File: config.mk
export PLATFORM = sky130hd
export DESIGN_NAME = alu_sequencer
export DESIGN_NICKNAME = d
export VERILOG_FILES = /design/src/rtl/alu_sequencer.sv
export SDC_FILE = /design/constraint.sdc
export NUM_CORES = 1
export LEC_CHECK = 0
export BUFFER_PORTS_ARGS = -buffer_cell sky130_fd_sc_hd__buf_2
export CAP_MARGIN = 30
export CORE_UTILIZATION = 60
export DETAILED_ROUTE_END_ITERATION = 6
export PLACE_DENSITY = 0.9
export SETUP_SLACK_MARGIN = 0.2
export SLEW_MARGIN = 20
export SYNTH_ARGS = -nofsm -noshare
export SYNTH_HDL_FRONTEND = slang
export SYNTH_SLANG_ARGS = --single-unit
File: constraint.sdc
create_clock -name clk -period 4.33 [get_ports clk]
set_clock_uncertainty 0.1 [all_clocks]
set_input_delay 0.2165 -clock clk [delete_from_list [all_inputs] [get_ports clk]]
set_output_delay 0.2165 -clock clk [all_outputs]
set_load 0.05 [all_outputs]
File: src/rtl/alu_sequencer.sv
// Command/response sequencer for a 16-bit combinational ALU (ADD/SHL1/SHR1/NAND).
// Adds N-bit shifts and a shift-and-add multiply by iterating the ALU primitives.
module alu_sequencer #(
    parameter int WIDTH    = 16,
    parameter int MUL_BITS = 16
) (
    input  logic             clk,
    input  logic             rst,
    input  logic             cmd_valid,
    output logic             cmd_ready,
    input  logic [2:0]       cmd_op,
    input  logic [WIDTH-1:0] cmd_a,
    input  logic [WIDTH-1:0] cmd_b,
    output logic [1:0]       alu_fs,
    output logic [WIDTH-1:0] alu_a,
    output logic [WIDTH-1:0] alu_b,
    input  logic [WIDTH-1:0] alu_c,
    output logic             rsp_valid,
    input  logic             rsp_ready,
    output logic [WIDTH-1:0] rsp_data,
    output logic             rsp_err
);

    typedef enum logic [1:0] {IDLE, EXEC, ITER, RESP} state_e;
    typedef enum logic [2:0] {
        OP_ADD, OP_SHL1, OP_SHR1, OP_NAND, OP_SHLN, OP_SHRN, OP_MUL, OP_ILL
    } op_e;

    localparam int CNT_W = $clog2(2 * MUL_BITS);
    localparam logic [CNT_W-1:0] MUL_LAST = CNT_W'(2 * MUL_BITS - 1);

    state_e           state, next;
    logic [2:0]       op_r;
    logic [WIDTH-1:0] a_r;      // operand A; shift working reg; multiplicand for MUL
    logic [WIDTH-1:0] b_r;
    logic [WIDTH-1:0] acc;
    logic [CNT_W-1:0] cnt;
    logic [CNT_W-1:0] last_cnt;
    logic [CNT_W-2:0] bit_idx;
    logic             last;
    logic             cmd_iter;

    assign cmd_ready = (state == IDLE);
    assign rsp_valid = (state == RESP);
    // MUL alternates add (even cnt) and multiplicand-shift (odd cnt) steps
    assign bit_idx   = cnt[CNT_W-1:1];
    assign cmd_iter  = (cmd_op == OP_MUL) ||
                       (((cmd_op == OP_SHLN) || (cmd_op == OP_SHRN)) && (cmd_b[3:0] != 4'd0));

    always_comb begin
        next     = state;
        alu_fs   = '0;
        alu_a    = '0;
        alu_b    = '0;
        last_cnt = (op_r == OP_MUL) ? MUL_LAST : CNT_W'(b_r[3:0] - 4'd1);
        last     = (cnt == last_cnt);
        case (state)
            IDLE: if (cmd_valid) next = cmd_iter ? ITER : EXEC;
            EXEC: begin
                next = RESP;
                if (op_r <= OP_NAND) begin
                    alu_fs = op_r[1:0];
                    alu_a  = a_r;
                    alu_b  = b_r;
                end
            end
            ITER: begin
                if (last) next = RESP;
                case (op_r)
                    OP_SHLN: begin
                        alu_fs = 2'd1;
                        alu_a  = a_r;
                    end
                    OP_SHRN: begin
                        alu_fs = 2'd2;
                        alu_a  = a_r;
                    end
                    OP_MUL: begin
                        if (!cnt[0]) begin
                            if (b_r[bit_idx]) begin
                                alu_a = acc;
                                alu_b = a_r;
                            end
                        end else begin
                            alu_fs = 2'd1;
                            alu_a  = a_r;
                        end
                    end
                    default: ;
                endcase
            end
            RESP: if (rsp_ready) next = IDLE;
            default: next = IDLE;
        endcase
    end

    always_ff @(posedge clk or posedge rst) begin
        if (rst) begin
            state    <= IDLE;
            op_r     <= '0;
            a_r      <= '0;
            b_r      <= '0;
            acc      <= '0;
            cnt      <= '0;
            rsp_data <= '0;
            rsp_err  <= 1'b0;
        end else begin
            state <= next;
            case (state)
                IDLE: begin
                    if (cmd_valid) begin
                        op_r <= cmd_op;
                        a_r  <= cmd_a;
                        b_r  <= cmd_b;
                        acc  <= '0;
                        cnt  <= '0;
                    end
                end
                EXEC: begin
                    case (op_r)
                        OP_ADD, OP_SHL1, OP_SHR1, OP_NAND: begin
                            rsp_data <= alu_c;
                            rsp_err  <= 1'b0;
                        end
                        OP_ILL: begin
                            rsp_data <= '0;
                            rsp_err  <= 1'b1;
                        end
                        default: begin
                            rsp_data <= a_r;
                            rsp_err  <= 1'b0;
                        end
                    endcase
                end
                ITER: begin
                    cnt     <= cnt + CNT_W'(1);
                    rsp_err <= 1'b0;
                    if (op_r == OP_MUL) begin
                        if (!cnt[0]) begin
                            if (b_r[bit_idx]) acc <= alu_c;
                        end else begin
                            a_r <= alu_c;
                        end
                        // final step is a shift, so acc already holds the product
                        if (last) rsp_data <= acc;
                    end else begin
                        a_r <= alu_c;
                        if (last) rsp_data <= alu_c;
                    end
                end
                RESP: if (rsp_ready) rsp_err <= 1'b0;
                default: ;
            endcase
        end
    end

endmodule
Word level (Yosys, flattened, before mapping)
Index checks and enable logic that the tools add are counted.
{"block": "classes", "n_addsub": 2, "mul": 0, "n_div": 0, "order_cmp": 2, "eq_ne": 21, "shift": 0, "mux": 41, "bitwise": 0, "reduce_logical": 18}
{"cell": "$mux 16", "n": 17}
{"cell": "$pmux 16 s2", "n": 7}
{"cell": "$eq 3x3->1 const B", "n": 7}
{"cell": "$mux 2", "n": 5}
{"cell": "$mux 5", "n": 2}
{"cell": "$ne 2x2->1 const B", "n": 5}
{"cell": "$pmux 5 s2", "n": 1}
{"cell": "$pmux 2 s4", "n": 1}
{"cell": "$reduce_and 2->1", "n": 4}
{"cell": "$eq 3x2->1 const B", "n": 2}
{"cell": "$pmux 2 s3", "n": 1}
{"cell": "$reduce_and 3->1", "n": 2}
{"cell": "$add 5x1->5 const B", "n": 1}
{"cell": "$eq 5x5->1", "n": 1}
{"cell": "$lt 4x5->1 const B", "n": 1}
{"cell": "$reduce_and 5->1", "n": 1}
{"cell": "$sub 4x1->5 const B", "n": 1}
{"cell": "$bmux 1 s4", "n": 1}
{"cell": "$eq 2x2->1 const B", "n": 2}
{"cell": "$mux 1", "n": 4}
{"cell": "$pmux 2 s2", "n": 1}
{"cell": "$reduce_bool 2->1", "n": 2}
{"cell": "$reduce_bool 4->1", "n": 1}
{"cell": "$reduce_or 4->1", "n": 1}
{"cell": "12 further kinds", "n": 13}
{"block": "word_totals", "ff_bits": 75, "latchBits": 0, "ram_bits": 0, "romBits": 0, "input_bits": 55, "output_inout_bits": 53, "word_cells": 92, "mem_count": 0}

Depth between registers and ports, before layout
{"block": "depth", "depth_word": 7, "depth_mapped": 9, "depth_no_buf": 7}

Least setup slack after synthesis
OpenSTA, ideal clock, no wires.
{"block": "synth_timing", "path_type": "register to output", "startpoint": "reg state[0]", "endpoint": "out alu_a[11]", "t_arrival_ns": 2.821, "required_ns": 4.013, "slack_ns": 1.192, "path_stages_with_launch": 8, "path_buffers": 3, "path_cell_list": "dfrtp_1 inv_1 ha_1 clkbuf_1 buf_1 clkbuf_1 a21oi_1 nor3_1"}
{"block": "synth_between", "elab_chain_cells": 2, "word_cells_on_any_way": 3, "classes_between": "2 x eq/ne; 1 x mux"}
{"item": "start: declaration", "line": "32", "rtl": "state_e state, next;"}
{"item": "start signal: assignment", "line": "108", "rtl": "state <= next;"}
{"item": "$eq 2x2->1 / $eq 2x1->1 (equally long branches)", "line": "57", "rtl": "case (state)"}
{"item": "$pmux 16 s2 *", "line": "57"}
{"item": "end: declaration", "line": "15", "rtl": "output logic [WIDTH-1:0] alu_a,"}
Mark *: on every way between the ends. The rest lies on a longest branch, timed or not.

Worst setup path in the final report
{"block": "layout_timing", "startpoint": "reg cnt[0]", "endpoint": "out alu_a[8]"}
{"block": "layout_between", "elab_chain_cells": 3}
{"item": "start: declaration", "line": "37", "rtl": "logic [CNT_W-1:0] cnt;"}
{"item": "start signal: assignment", "line": "136", "rtl": "cnt <= cnt + CNT_W'(1);"}
{"item": "$mux 16", "line": "79", "rtl": "if (!cnt[0]) begin"}
{"item": "$pmux 16 s2", "line": "69", "rtl": "case (op_r)"}
{"item": "$pmux 16 s2", "line": "57"}
No other way between the ends.

==> flow_summary.json <==
{
  "tritoncts": "done",
  "grtUsageTotal_pct": 35.1,
  "fin_crit_ns": 3.48,
  "status": "complete, but fails checks",
  "yosysTopAreaCellShare_pct": 37.8,
  "yosysTopAreaCell": "dfrtp_1",
  "fillCellCount": 583,
  "cts_hold_buf": 10,
  "ioPinCount": 108,
  "cts_root_buffer": "clkbuf_8",
  "seq_area_frac_synth_pct": 37.8,
  "avgSynthCellArea_um2": 9.15,
  "path_buf_inv": 2,
  "rsz0062_at_grt": "false",
  "cap_violations": 0,
  "fp.coreArea_um2": 7850,
  "relSlewSlack_pct": 40.0,
  "crit_required_ns": 4.01,
  "hp-class": "input port to flop",
  "p_leak_uw": 0.00261,
  "drt-pass1-iter-count": 5,
  "r2r_setup_slack_ns": 1.33,
  "ys_top_cells_by_count": "75 x dfrtp_1, 73 x nand2_1, 38 x a21oi_1, 37 x mux2i_1, 32 x clkbuf_1",
  "vias": 4948,
  "fin_nets": 697,
  "r2r-start": "state[0]$_DFFE_PP0P_",
  "cts_buffers": 9,
  "synth_cell_types": 58,
  "grt_pass1_wl_um": 23500,
  "p_per_area_nw_per_um2": 917,
  "busiest_layer": "met2",
  "rr_worst_depth": 8,
  "max_stage_delay_ns": 0.59,
  "arrival_ns": 3.16,
  "gp_congestion": 0.926,
  "synth-seq-cells": 75,
  "wl_per_cell_um": 19.7,
  "detail-route-antenna-nets": 0,
  "cts_buffer_depth": 2,
  "hold_viol": 2,
  "slew_violations": 0,
  "viasPerCell": 6.68,
  "io_buffers": 107,
  "use_met2_pct": 56.9,
  "diodes": 0,
  "ys.flop_type": "dfrtp_1",
  "tightest_slew_ns": 0.901,
  "hpwl_um": 9800,
  "cpLargestDelayFamily": "compound AO/OA/AOI/OAI gates",
  "cp-end-kind": "primary output",
  "clkTransAtPathRegs_ns": 0.08,
  "drt_wl_total_um": 14600,
  "met3_usage_pct": 5.09,
  "synth-edff-count": 0,
  "crit_fanout": 19,
  "r2r-end": "a_r[9]$_DFFE_PP0P_",
  "path_class": "flop to primary output",
  "die_area_um2": 8640,
  "async_reset_ff_share_pct": 100,
  "fin_area_um2": 5800,
  "synth_fp_nets": 604,
  "netlist_area_um2": 4960,
  "cts_max_level": 3,
  "yosys_warnings": 0,
  "worst_setup_path_start_kind": "flop",
  "antenna_found_initial": 0,
  "worstHoldStart": "cmd_b[0]",
  "finalSetupViolCount": 0,
  "area_delta_synth_final_pct": 16.9,
  "fin_tns_setup_ns": 0,
  "cp_cell_sequence": "clkinv_1 -> o21ai_0 -> a21o_1 -> a2bb2oi_1 -> nor3_1 -> buf_2",
  "finalCritPeriodShare_pct": 80.3,
  "drt_iter0_markers": 522,
  "cts_setup_buffers": 0,
  "synth_most_common_cell": "dfrtp_1",
  "min_to": "b_r[0]$_DFFE_PP0P_",
  "fmax_mhz": 287,
  "postPlaceCellArea_um2": 5490,
  "row_count": 32,
  "gr-usage-met1_pct": 44.7,
  "hold_ws_ns": -0.00662,
  "cts_sinks": 75,
  "grt_pass1_vias": 4785,
  "start_util_pct": 63.2,
  "synth.area.top_cells": "dfrtp_1 38%, mux2i_1 7.5%, mux2_2 5.9%",
  "synthCells": 542,
  "grt_overflow_total": 0,
  "slowest_stage": "clkinv_1",
  "peakVddDrop_mv": 0.418,
  "worstSkewPairLatency_ns": 0.36,
  "die_w_um": 92.9,
  "hold_path_depth": 2,
  "drcViolationCount": 0,
  "violations": "negative hold slack",
  "cts-resized-gates": 0,
  "die_h_um": 92.9,
  "layout-drive-gt1-share_pct": 28.3,
  "grt_max_degree": 74
}
-- state kept, by name, summed over array words and instances, names as in the netlist --
name / flops
a_r: 16
acc: 16
b_r: 16
cnt: 5
op_r: 3
rsp_data: 16
rsp_err: 1
state: 2
-- cells in the final DEF, fill, tap and decap left out, types with 2 or more instances in the layout --
master and n:
a32o_1 2, ha_1 6, buf_4 8, nand2b_1 2, nand4_1 3, a31oi_1 16
nor3_1 18, a32oi_4 2, a22o_1 3, buf_2 107, mux4_2 2, mux2_4 10
o21ai_0 26, inv_1 24, nand3_1 23, nor2b_1 2, dlygate4sd3_1 10, o211ai_1 16
or3_1 2, clkbuf_8 10, nand2_1 73, a221oi_1 16, a2bb2oi_1 16, a21oi_1 38
nor2_1 22, dfrtp_1 75, nor3b_1 3, a222oi_1 2, mux2_2 26, mux2i_1 37
or4_1 2, inv_6 2, clkinv_1 2
-- final cells by class --
cell class / instances / area [um2] / area share [%]
inverters: 27 / 101 / 1.75
multi-input cells: 396 / 2780 / 47.9
well taps: 102 / 128 / 2.20
clock inverters: 5 / 60.1 / 1.04
repair buffers: 126 / 716 / 12.3
clock buffers: 10 / 138 / 2.37
flip-flops and latches: 75 / 1880 / 32.4
-- where the power goes --
group          switching (uW)  internal, uW  leakage (uW)  total (uW)
Combinational            2150          1170       0.00159        3330
Clock                     282           282     0.0000992         563
Sequential                403          1020      0.000917        1430
-- stage by stage --
stage	power [uW]	setup slack, ns	utilization [%]	hold WS (ns)	std cells
finish	5320	0.852	73.9	-0.00662	741
global route	5600	0.719	73.9	0.0142	741
CTS	5240	0.878	73.8	0.00166	741
detailed placement	4670	1.26	70.0	0.189	716
global placement	4540	1.39	69.8	0.354	715
floorplan	3930	1.19	-	0.247	542
-- kinds of logic after synthesis --
group                      after synthesis  share of synthesized area, %
and+or+nand+nor                        161                          15.0
AOI/OAI and AO/OA                      152                          21.5
muxes                                   75                          17.3
DFF                                     75                          37.8
buffers and inverters                   71                          6.43
adders and majority gates                7                          1.77
xor gates and xnor gates                 1                         0.177
-- layer usage --
| metal | vias to the layer above | share of wire, % |
|---|---|---|
| met5 | - | 0 |
| met4 | 0 | 4.8 |
| met3 | 67 | 9.5 |
| li1 | 2171 | - |
| met1 | 2344 | 38 |
| met2 | 366 | 48 |
-- worst max-delay path by stage --
stage	start	to	slack, ns	depth (start not counted)
final	cnt[0]$_DFFE_PP0P_	alu_a[8]	0.85	6
after global routing	cnt[0]$_DFFE_PP0P_	alu_a[3]	0.72	6
after CTS	cnt[1]$_DFFE_PP0P_	alu_b[4]	0.88	5
after detailed placement	cnt[1]$_DFFE_PP0P_	alu_b[1]	1.26	5
after global placement	cnt[1]$_DFFE_PP0P_	alu_b[5]	1.39	5
after floorplan	state[0]$_DFFE_PP0P_	alu_a[11]	1.19	7
Note: power is estimated with default switching activity, not from simulation.
